### src/rtl/jtgng_rom_sched.sv
// Slot scheduler sharing one 16-bit ROM read port between main, sound, char,
// scroll and object requesters; one-entry address cache each, plus ROM download writes.
module jtgng_rom_sched #(
  parameter logic [21:0] MAIN_BASE = 22'h00000,
  parameter logic [21:0] SND_BASE  = 22'h14000,
  parameter logic [21:0] CHAR_BASE = 22'h18000,
  parameter logic [21:0] SCR_BASE  = 22'h20000,
  parameter logic [21:0] OBJ_BASE  = 22'h30000
) (
  input  logic        clk,
  input  logic        rst,
  input  logic        cen6,
  input  logic [2:0]  H,
  input  logic [16:0] main_addr,
  input  logic [14:0] snd_addr,
  input  logic [12:0] char_addr,
  input  logic [14:0] scr_addr,
  input  logic [15:0] obj_addr,
  output logic [7:0]  main_dout,
  output logic [7:0]  snd_dout,
  output logic [15:0] char_dout,
  output logic [15:0] scr_dout,
  output logic [15:0] obj_dout,
  output logic        main_ok,
  output logic        snd_ok,
  output logic        char_ok,
  output logic        scr_ok,
  output logic        obj_ok,
  output logic [21:0] mem_addr,
  output logic        mem_rd,
  output logic        mem_wr,
  output logic [15:0] mem_din,
  input  logic        mem_rdy,
  input  logic [15:0] mem_dout,
  input  logic        downloading,
  input  logic        prog_we,
  input  logic [21:0] prog_addr,
  input  logic [15:0] prog_data
);

  localparam int NREQ = 5;

  typedef enum logic [1:0] {IDLE, WAIT, DL} state_t;
  typedef enum logic [2:0] {REQ_MAIN, REQ_SND, REQ_CHAR, REQ_SCR, REQ_OBJ} req_t;

  state_t          state_q, state_d;
  req_t            cur_q, cur_d, slot;
  logic [16:0]     tag_q  [NREQ];
  logic [16:0]     tag_d  [NREQ];
  logic [15:0]     data_q [NREQ];
  logic [15:0]     data_d [NREQ];
  logic [NREQ-1:0] valid_q, valid_d;
  logic            wr_pend_q, wr_pend_d;
  logic            mem_rd_q, mem_rd_d;
  logic            mem_wr_q, mem_wr_d;
  logic [21:0]     mem_addr_q, mem_addr_d;
  logic [15:0]     mem_din_q, mem_din_d;

  logic [16:0]     raw  [NREQ];
  logic [21:0]     word [NREQ];
  logic [NREQ-1:0] hit;

  // Raw addresses are the cache tags; main/snd are byte addresses, so the
  // memory word drops bit 0 and bit 0 later picks the byte lane.
  always_comb begin
    raw[REQ_MAIN]  = main_addr;
    raw[REQ_SND]   = {2'd0, snd_addr};
    raw[REQ_CHAR]  = {4'd0, char_addr};
    raw[REQ_SCR]   = {2'd0, scr_addr};
    raw[REQ_OBJ]   = {1'b0, obj_addr};
    word[REQ_MAIN] = MAIN_BASE + {6'd0, main_addr[16:1]};
    word[REQ_SND]  = SND_BASE  + {8'd0, snd_addr[14:1]};
    word[REQ_CHAR] = CHAR_BASE + {9'd0, char_addr};
    word[REQ_SCR]  = SCR_BASE  + {7'd0, scr_addr};
    word[REQ_OBJ]  = OBJ_BASE  + {6'd0, obj_addr};
    for (int i = 0; i < NREQ; i++) begin
      hit[i] = valid_q[i] && (tag_q[i] == raw[i]);
    end
  end

  always_comb begin
    case (H)
      3'd0:    slot = REQ_CHAR;
      3'd1:    slot = REQ_MAIN;
      3'd2:    slot = REQ_SCR;
      3'd3:    slot = REQ_SND;
      3'd4:    slot = REQ_OBJ;
      3'd5:    slot = REQ_MAIN;
      3'd6:    slot = REQ_SCR;
      default: slot = REQ_OBJ;
    endcase
  end

  always_comb begin
    // NOTE: every variable gets its hold value first, so no path through the
    // branches below can leave one unassigned and infer a latch.
    state_d    = state_q;
    cur_d      = cur_q;
    tag_d      = tag_q;
    data_d     = data_q;
    valid_d    = valid_q;
    wr_pend_d  = wr_pend_q;
    mem_rd_d   = 1'b0;
    mem_wr_d   = 1'b0;
    mem_addr_d = mem_addr_q;
    mem_din_d  = mem_din_q;

    if (state_q == DL || (state_q == IDLE && downloading)) begin
      state_d = DL;
      valid_d = '0;
      if (wr_pend_q) begin
        if (mem_rdy) wr_pend_d = 1'b0;
      end else if (prog_we) begin
        mem_wr_d   = 1'b1;
        wr_pend_d  = 1'b1;
        mem_addr_d = prog_addr;
        mem_din_d  = prog_data;
      end else if (!downloading) begin
        state_d = IDLE;
      end
    end else if (state_q == IDLE) begin
      if (cen6 && !hit[slot]) begin
        tag_d[slot]   = raw[slot];
        valid_d[slot] = 1'b0;
        cur_d         = slot;
        mem_addr_d    = word[slot];
        mem_rd_d      = 1'b1;
        state_d       = WAIT;
      end
    end else if (state_q == WAIT) begin
      // Slots that come up while waiting are simply not looked at: dropped.
      if (mem_rdy) begin
        if (cur_q == REQ_MAIN || cur_q == REQ_SND)
          data_d[cur_q] = {8'd0, tag_q[cur_q][0] ? mem_dout[15:8] : mem_dout[7:0]};
        else
          data_d[cur_q] = mem_dout;
        valid_d[cur_q] = 1'b1;
        state_d        = IDLE;
      end
    end else begin
      state_d = IDLE;
    end
  end

  always_ff @(posedge clk) begin
    if (rst) begin
      state_q    <= IDLE;
      cur_q      <= REQ_MAIN;
      valid_q    <= '0;
      wr_pend_q  <= 1'b0;
      mem_rd_q   <= 1'b0;
      mem_wr_q   <= 1'b0;
      mem_addr_q <= '0;
      mem_din_q  <= '0;
      // NOTE: tag/data are five small registers, not a RAM, so they are reset
      // too; that is what makes every dout read 0 straight after reset.
      for (int i = 0; i < NREQ; i++) begin
        tag_q[i]  <= '0;
        data_q[i] <= '0;
      end
    end else begin
      state_q    <= state_d;
      cur_q      <= cur_d;
      valid_q    <= valid_d;
      wr_pend_q  <= wr_pend_d;
      mem_rd_q   <= mem_rd_d;
      mem_wr_q   <= mem_wr_d;
      mem_addr_q <= mem_addr_d;
      mem_din_q  <= mem_din_d;
      tag_q      <= tag_d;
      data_q     <= data_d;
    end
  end

  assign mem_rd    = mem_rd_q;
  assign mem_wr    = mem_wr_q;
  assign mem_addr  = mem_addr_q;
  assign mem_din   = mem_din_q;

  assign main_dout = data_q[REQ_MAIN][7:0];
  assign snd_dout  = data_q[REQ_SND][7:0];
  assign char_dout = data_q[REQ_CHAR];
  assign scr_dout  = data_q[REQ_SCR];
  assign obj_dout  = data_q[REQ_OBJ];

  // ok compares the live address, so it falls in the same cycle the address moves.
  assign main_ok   = hit[REQ_MAIN];
  assign snd_ok    = hit[REQ_SND];
  assign char_ok   = hit[REQ_CHAR];
  assign scr_ok    = hit[REQ_SCR];
  assign obj_ok    = hit[REQ_OBJ];

endmodule

### config.mk
export PLATFORM = sky130hd
export DESIGN_NAME = jtgng_rom_sched
export DESIGN_NICKNAME = d
export VERILOG_FILES = /design/src/rtl/jtgng_rom_sched.sv
export SDC_FILE = /design/constraint.sdc
export NUM_CORES = 1
export LEC_CHECK = 0
export ABC_AREA = 0
export BUFFER_PORTS_ARGS = -buffer_cell sky130_fd_sc_hd__buf_2
export CORE_ASPECT_RATIO = 1.1
export CORE_MARGIN = 2
export CORE_UTILIZATION = 55
export CTS_CLUSTER_DIAMETER = 150
export DETAILED_ROUTE_END_ITERATION = 16
export PLACE_DENSITY = 0.85
export SLEW_MARGIN = 20
export SYNTH_ARGS = -nofsm -noshare
export SYNTH_HDL_FRONTEND = slang
export SYNTH_SLANG_ARGS = --single-unit
### constraint.sdc
create_clock -name clk -period 5.92 [get_ports clk]
set_input_delay 0.592 -clock clk [delete_from_list [all_inputs] [get_ports clk]]
set_output_delay 0.592 -clock clk [all_outputs]
set_load 0.01 [all_outputs]
# == Yosys cells after proc, flatten, opt, wreduce, memory -nomap -nowiden ==
# Cells that the tools add are included.
# op_classes
n_reduce_logical,32
n_lt_le_gt_ge,8
eq_ne,18
muxes,46
n_bitwise,8
mul,0
add_sub_neg,4
div_mod_pow,0
shifts,0
# op_table
operator,count
$bwmux W80,2
$mux W22,7
$bmux W17 S3,2
$bwmux W85,1
$mux W80,1
$bmux W22 S3,1
$demux W17 S3,1
$mux W17,3
$demux W16 S3,1
$eq A17 B15 Y1,2
$mux W5,4
$add A18 B15 Y19 const A,1
$add A18 B16 Y19 const A,1
$add A17 B13 Y18 const A,1
$add A17 B14 Y18 const A,1
$eq A17 B13 Y1,1
$eq A17 B16 Y1,1
$eq A17 B17 Y1,1
$mux W16,1
$mux W2,8
$pmux W3 S4,1
$logic_and A1 B1 Y1,11
$mux W1,9
$reduce_and A3 Y1,3
30 further kinds,51
# word_totals
word_cells,134
rom_bits,0
reg_bits,216
out_inout_bits,109
ram_bits,0
memories,0
inputBits,139
latchBits,0

# == Longest topological paths before layout ==
# Gate-level depths: netlist (run 1).
# depth
ltp_word,11
depth_mapped,11
ltp_nobuf,8

# == Worst setup path after synthesis (run 1) ==
# No wires, ideal clock.
# synth_timing
kind,input -> register
from,in H[1]
to,reg mem_addr_q[10] (netlist: mem_addr[10])
setup_ns,0.122
path_slack_ns,3.630
path_stages,9
path_buffers,3
arrival_time_ns,2.169
cell_sequence,buf_2 > or3_1 > nor4_1 > nand4_1 > o2111ai_2 > o21ai_2 > buf_6 > buf_2 > o311a_1
# synth_between
elab_chain_len,10
word_cells_on_any_way,22
cone_classes,5 x eq/ne; 9 x mux; 1 x bitwise; 7 x reduce/logical
# synth_rtl
item,line,source
from (decl),13,"input logic [2:0] H,"
$eq A3 B3 Y1 (tied with other cells),82,case (H)
$reduce_or A2 Y1 (no line),-,
$pmux W3 S4 *,82,
$not A3 Y4 (implied by the code),126,mem_addr_d = word[slot];
$bmux W22 S3,126,
$mux W22 (implied by the code) (2 in series),126,
$mux W22,122,if (cen6 && !hit[slot]) begin
$mux W22,121,end else if (state_q == IDLE) begin
$mux W22,108,if (state_q == DL || (state_q == IDLE && downloading)) begin
to (signal assigned),168,mem_addr_q <= mem_addr_d;
to (decl),56,"logic [21:0] mem_addr_q, mem_addr_d;"
# Every way passes the cells marked *; elsewhere a longest branch is shown, timed or not. The select of a mux whose other input is x is not followed.
# A chain may end at the register's enable or synchronous reset.

# == Worst setup path after layout (run 1) ==
# layout_timing
from,in H[0]
to,reg tag_q[31] in the netlist's numbering
# layout_between
elab_chain_len,9
word_cells_on_any_way,24
cone_classes,2 x order compare; 5 x eq/ne; 9 x mux; 1 x bitwise; 7 x reduce/logical
# layout_rtl
item,line,source
$eq A3 B3 Y1 (tied with other cells),82,
$reduce_or A2 Y1 (no line),-,
$pmux W3 S4 *,82,
$not A3 Y4 (implied by the code),123,tag_d[slot] = raw[slot];
$ge A4 B4 Y1 (implied by the code) / $lt A4 B1 Y1 (equally long branches),123,
$logic_and A1 B1 Y1 (implied by the code),123,
$mux W17 (implied by the code),123,
$demux W17 S3,123,
$bwmux W85,123,
to (signal assigned),170,tag_q <= tag_d;
to (decl),48,logic [16:0] tag_q [NREQ];
# Marks and branches as above.

==> run_results.csv, run 1 <==
group,metric,value,unit
placement,port_buffers,247,
sta,period_needed,3430,ps
power,pwr_density_cell,267,nW/um2
sta,setup_viol,0,
synthesis,synth-xor-area-share,0.0714,
finish,area.growth.synth_to_final,19.6,%
grt,grt.total_usage,0.306,
setup_path,path_max_fanout,30,
worst_hold_path,worstHoldPathCells,3,
detailed_routing,ant_nets,0,
synthesis,yosysSeqAreaShare,0.429,
setup_path,critPathMaxStageDelay,870,ps
placement,hpwl,21100,um
sta,clock_skew,12.9,ps
clocking,hold_buffers,0,
placement,place.gp.congestion,0.976,
synthesis,post_synth_num_cell_types,60,
finish,drive_gt1_frac,0.251,
sta,hold_violations,0,
clocking,clock_path_buffers,2,
setup_path,critPathBufInv,1,
synthesis,synth_nets,1225,
setup_path,path_cells,"buf_2, nand2b_1, nand3_1, o2111ai_2, o21ai_2, nand2_2, mux2_2",
grt,gr-total-overflow,0,
clocking,clock-sinks,200,
sta,max_freq,0.291,GHz
grt,grt_pass1_wl,43500,um
synthesis,ys.flop_type,"dfxtp_1",
clocking,clkTransAtPathRegs,80,ps
setup_path,reg2regPathDepth,7,
detailed_routing,first_pass_iters,5,
sta,worst_pin_slew,1120,ps
setup_path,path_class,"primary input to flip-flop",
die,die_area,18000,um2
setup_path,cp.depth,7,
clocking,clk_latency,450,ps
grt,antenna_found_initial,0,
sta,rsz0062_at_grt,"false",
synthesis,avgSynthCellArea,8.61,um2
synthesis,synthSimpleGateAreaFrac,0.190,
synthesis,yosys_warnings,0,
sta,slew_viol_final,0,
synthesis,synth_edf_count,0,
power,p_leak,5.16,nW
sta,fin_crit_sh,0.580,
synthesis,synth_compound_area_frac,0.171,
grt,grt_pass1_vias,8292,
synthesis,syn_inst,1083,
sta,holdWs,384,ps
die,rows,49,
die,core,16500,um2
setup_path,slowest_stage,"nand3_1",
synthesis,synth_top_family_by_area,"simple AND/OR/NAND/NOR gates",
clocking,cts_tree,"built",
finish,finish.utilization,0.676,
clocking,cts-resized-gates,0,
setup_path,crit_path_end_kind,"flip-flop",
detailed_routing,wl_per_cell,19.1,um
synthesis,ys_seq_elements,200,
synthesis,synth_mux_area_frac,0.0928,
clocking,ctsRootBufferMaster,"clkbuf_16",
sta,slew_headroom,0.252,
worst_hold_path,hp-class,"primary input to flip-flop",
status,outcome,"complete, no violations",
detailed_routing,vias,8981,
finish,finalNetCount,1423,
die,start_util,0.566,
sta,fin_tns_setup,0,ps
finish,num_antenna_cells,0,
detailed_routing,finalWirelength,28500,um
setup_path,start_kind,"primary input",
setup_path,required,6250,ps
job,cap_violations,0,
power,irDropWorstVdd,0.209,mV
synthesis,synthAdderAreaFrac,0.00402,
setup_path,cp_top_family,"simple AND/OR/NAND/NOR gates",
clocking,cts_setup_buffers,0,
detailed_routing,drt_iter0_markers,777,
clocking,cts_buffers,17,
detailed_routing,vias_per_cell,6.00,
detailed_routing,drc_errors,0,
clocking,htree_levels,4,
synthesis,synthArstFlopShare,0,
die,chipHeight,141,um
grt,grt_max_degree,78,
synthesis,synth_area,9330,um2
setup_path,cp.arrival,3770,ps
die,die_w,128,um
die,io_pins,248,
## worst reg2reg max path, stage by stage, from the launching register on
cell,delay (ps)
dfxtp_1,330
xor2_1,180
nor4_1,630
nand4_1,330
o22ai_2,350
o21ai_2,150
nand2_2,430
mux2_2,400
## cell type report
| type | count | area, um2 |
|---|---|---|
| clock inverter | 15 | 151 |
| timing repair buffer | 254 | 1310 |
| clock buffer | 17 | 425 |
| tap | 204 | 255 |
| inverter | 16 | 60.1 |
| sequential | 200 | 4000 |
| multi-input combinational | 792 | 4950 |
| fill | 1366 | 5340 |
## sequential cells by signal (all words and copies together), names as in the netlist
name       count
char_dout     16
cur_q          3
main_dout      8
mem_addr      22
mem_din       16
mem_rd         1
mem_wr         1
obj_dout      16
scr_dout      16
snd_dout       8
state_q        2
tag_q         85
valid_q        5
wr_pend_q      1
## layer usage
layer | track usage | share of wire
met2 | 0.510 | 0.48
met4 | 0.146 | 0.043
met3 | 0.0569 | 0.089
met5 | 0 | 0
met1 | 0.382 | 0.39
## synthesized netlist by cell type (13+ instances only)
library cell | n | area [um2]
nand2_1 | 231 | 867
dfxtp_1 | 200 | 4000
a21oi_1 | 91 | 455
nor2_1 | 86 | 323
mux2i_1 | 82 | 821
xor2_1 | 70 | 613
clkbuf_1 | 53 | 199
nor4_1 | 26 | 163
o21ai_0 | 17 | 85.1
o221ai_1 | 17 | 149
a22o_1 | 16 | 140
o22ai_1 | 14 | 87.6
inv_1 | 13 | 48.8
## final timing paths
path	endpoint	startpoint	slack (ps)
min reg2reg	obj_dout[15]	obj_dout[15]	460
max	tag_q[31]	H[0]	2490
max reg2reg	tag_q[31]	tag_q[79]	3030
min	mem_din[11]	prog_data[11]	380
## metrics by stage
step	setup WS, ps	total power, W	instance area, um2	cells
final	2490	0.00298	11200	1498
after global routing	2180	0.00307	11200	1498
after CTS	2570	0.00298	11200	1498
after detailed placement	2110	0.00185	10600	1466
after global placement	2260	0.00184	10600	1465
after floorplan	3630	0.00168	9330	1083
## placed cells by master, fill, tap and decap left out, types with 4 or more instances in the layout
master / n
nand3_1: 11
nor3b_1: 4
nor2b_1: 8
o21ai_0: 17
mux2i_1: 82
dfxtp_1: 200
o22ai_1: 14
o221ai_2: 7
nor2_1: 84
o41ai_1: 4
a21oi_1: 91
a211oi_1: 10
inv_8: 4
nand4_1: 6
nor4_1: 26
o221a_2: 12
inv_6: 6
o221ai_1: 17
xor2_1: 70
and3_1: 8
xnor2_1: 6
o311a_1: 11
buf_2: 246
buf_4: 7
clkbuf_16: 17
nor3_1: 4
nand2_1: 231
inv_1: 13
a22o_1: 16
a311oi_1: 4
## power breakdown
group	total, W	switching (W)	leakage [nW]	internal (W)
Combinational	0.000425	0.000267	3.25	0.000158
Sequential	0.00141	0.0000236	1.62	0.00138
Clock	0.00115	0.000584	0.283	0.000565
Total	0.00298	0.000875	5.16	0.00211
## cells by family after synthesis
family / after synthesis
simple gates: 406
compound gates: 222
flops: 200
buf+inv: 91
mux: 85
xor+xnor: 76
fa+ha+maj: 3
Power figures use the tool's default switching activity.
==> run 2: changes to the inputs <==
CORE_UTILIZATION = 53   (was 55)
PLACE_DENSITY = 0.82   (was 0.85)
clock period = 3.4 ns   (was 5.92 ns; I/O delays follow)
==> run 2 against run 1 <==
  * Clock-buffer cell count increased by 3
  * Register-to-register slack got worse by 2400 ps
  * Via count decreased by 1.4%
  * Largest power group unchanged
==> run_results.csv, run 2 (synthesized netlist as in run 1, its figures left out) <==
group,metric,value,unit
status,outcome,"complete, no violations",
finish,finalNetCount,1431,
grt,grt_pass1_vias,8250,
clocking,cts_buffers,17,
finish,area.growth.synth_to_final,20.5,%
placement,port_buffers,247,
grt,antenna_found_initial,0,
die,rows,50,
sta,rsz0062_at_grt,"false",
power,pwr_density_cell,457,nW/um2
setup_path,cp.arrival,3090,ps
setup_path,path_max_fanout,17,
setup_path,path_class,"flip-flop to flip-flop",
sta,fin_crit_sh,0.816,
clocking,htree_levels,4,
finish,largest_reg_flops,85,
die,chipHeight,143,um
detailed_routing,vias_per_cell,5.76,
finish,layout_common_cells,"buf_2, nand2_1, dfxtp_1",
finish,num_antenna_cells,0,
job,cap_violations,0,
die,die_area,18700,um2
sta,clock_skew,11.6,ps
detailed_routing,wl_per_cell,18.6,um
clocking,clk_latency,440,ps
clocking,cts_tree,"built",
sta,hold_violations,0,
clocking,clock_path_buffers,2,
sta,max_freq,0.361,GHz
sta,period_needed,2770,ps
sta,setup_viol,0,
die,core,17100,um2
die,io_pins,248,
sta,worst_pin_slew,1070,ps
finish,drive_gt1_frac,0.255,
clocking,clock-sinks,200,
die,die_w,130,um
detailed_routing,drc_errors,0,
power,p_leak,5.18,nW
clocking,cts_setup_buffers,0,
grt,gr-total-overflow,0,
finish,top_register,"tag_q",
finish,finish.utilization,0.655,
sta,holdWs,134,ps
power,irDropWorstVdd,0.398,mV
placement,hpwl,21200,um
detailed_routing,vias,8854,
clocking,clkTransAtPathRegs,70,ps
grt,grt_max_degree,106,
grt,grt_pass1_wl,42900,um
detailed_routing,finalWirelength,28500,um
detailed_routing,first_pass_iters,5,
die,start_util,0.544,
clocking,hold_buffers,0,
worst_hold_path,hp-class,"primary input to flip-flop",
setup_path,start_kind,"flip-flop",
sta,fin_tns_setup,0,ps
detailed_routing,ant_nets,0,
clocking,ctsRootBufferMaster,"clkbuf_16",
finish,layout_commonest_cell,"buf_2",
placement,place_ws,279,ps
detailed_routing,drt_iter0_markers,697,
placement,place.gp.congestion,0.981,
grt,grt.total_usage,0.296,
clocking,cts-resized-gates,0,
sta,slew_headroom,0.284,
setup_path,required,3720,ps
sta,slew_viol_final,0,
setup_path,crit_path_end_kind,"flip-flop",
sta,setup_ws,627,ps
[run 2: cell types whose count changed in the layout (fill, tap and decap cells not counted), moves of 2 or more]
cell        delta
buf_4          +8
inv_6          -3
clkbuf_8       +2
clkinvlp_4     +2
inv_8          -2
[run 2: worst paths after layout]
kind	start	to	slack, ps	cells past startpoint
setup / recovery	tag_q[67]	tag_q[31]	630	7
hold reg to reg	obj_dout[15]	obj_dout[15]	450	2
setup reg to reg	tag_q[67]	tag_q[31]	630	7
hold / removal	prog_addr[18]	mem_addr[18]	130	3
[run 2: where the power goes]
group	internal (W)	switching [W]	leakage (nW)
logic	0.000275	0.000462	3.29
clock network	0.00100	0.000951	0.270
registers	0.00241	0.0000402	1.62
total	0.00369	0.00145	5.18
[run 2: final cells by class]
| class | count | area [um2] |
|---|---|---|
| tap | 234 | 293 |
| fill | 1497 | 5910 |
| sequential | 200 | 4000 |
| clock inverter | 12 | 110 |
| timing repair buffer | 262 | 1360 |
| multi-input combinational | 792 | 4950 |
| clock buffer | 20 | 457 |
| inverter | 16 | 60.1 |
[run 2: routing by layer]
metal | routed length [um] | share of wire | global-route usage
met5 | 0 | 0 | 0
met1 | 11600 | 0.41 | 0.367
met2 | 13700 | 0.48 | 0.504
met3 | 2070 | 0.072 | 0.0453
met4 | 1080 | 0.038 | 0.138
[run 2: critical path, cell delays in order, from the launching register on]
cell and delay, ps:
dfxtp_1 310, or3b_4 430, nor4b_2 290, nand4_1 210, o22ai_2 280, o21ai_2 260, nand2_2 480, mux2_2 390
[run 2: stage by stage]
step,total power [W],instances,cell area [um2]
5_1_grt,0.00531,1536,11200
6_report,0.00514,1536,11200
2_1_floorplan,0.00293,1083,9330
3_5_place_dp,0.00323,1504,10700
3_3_place_gp,0.00322,1504,10700
4_1_cts,0.00515,1536,11200
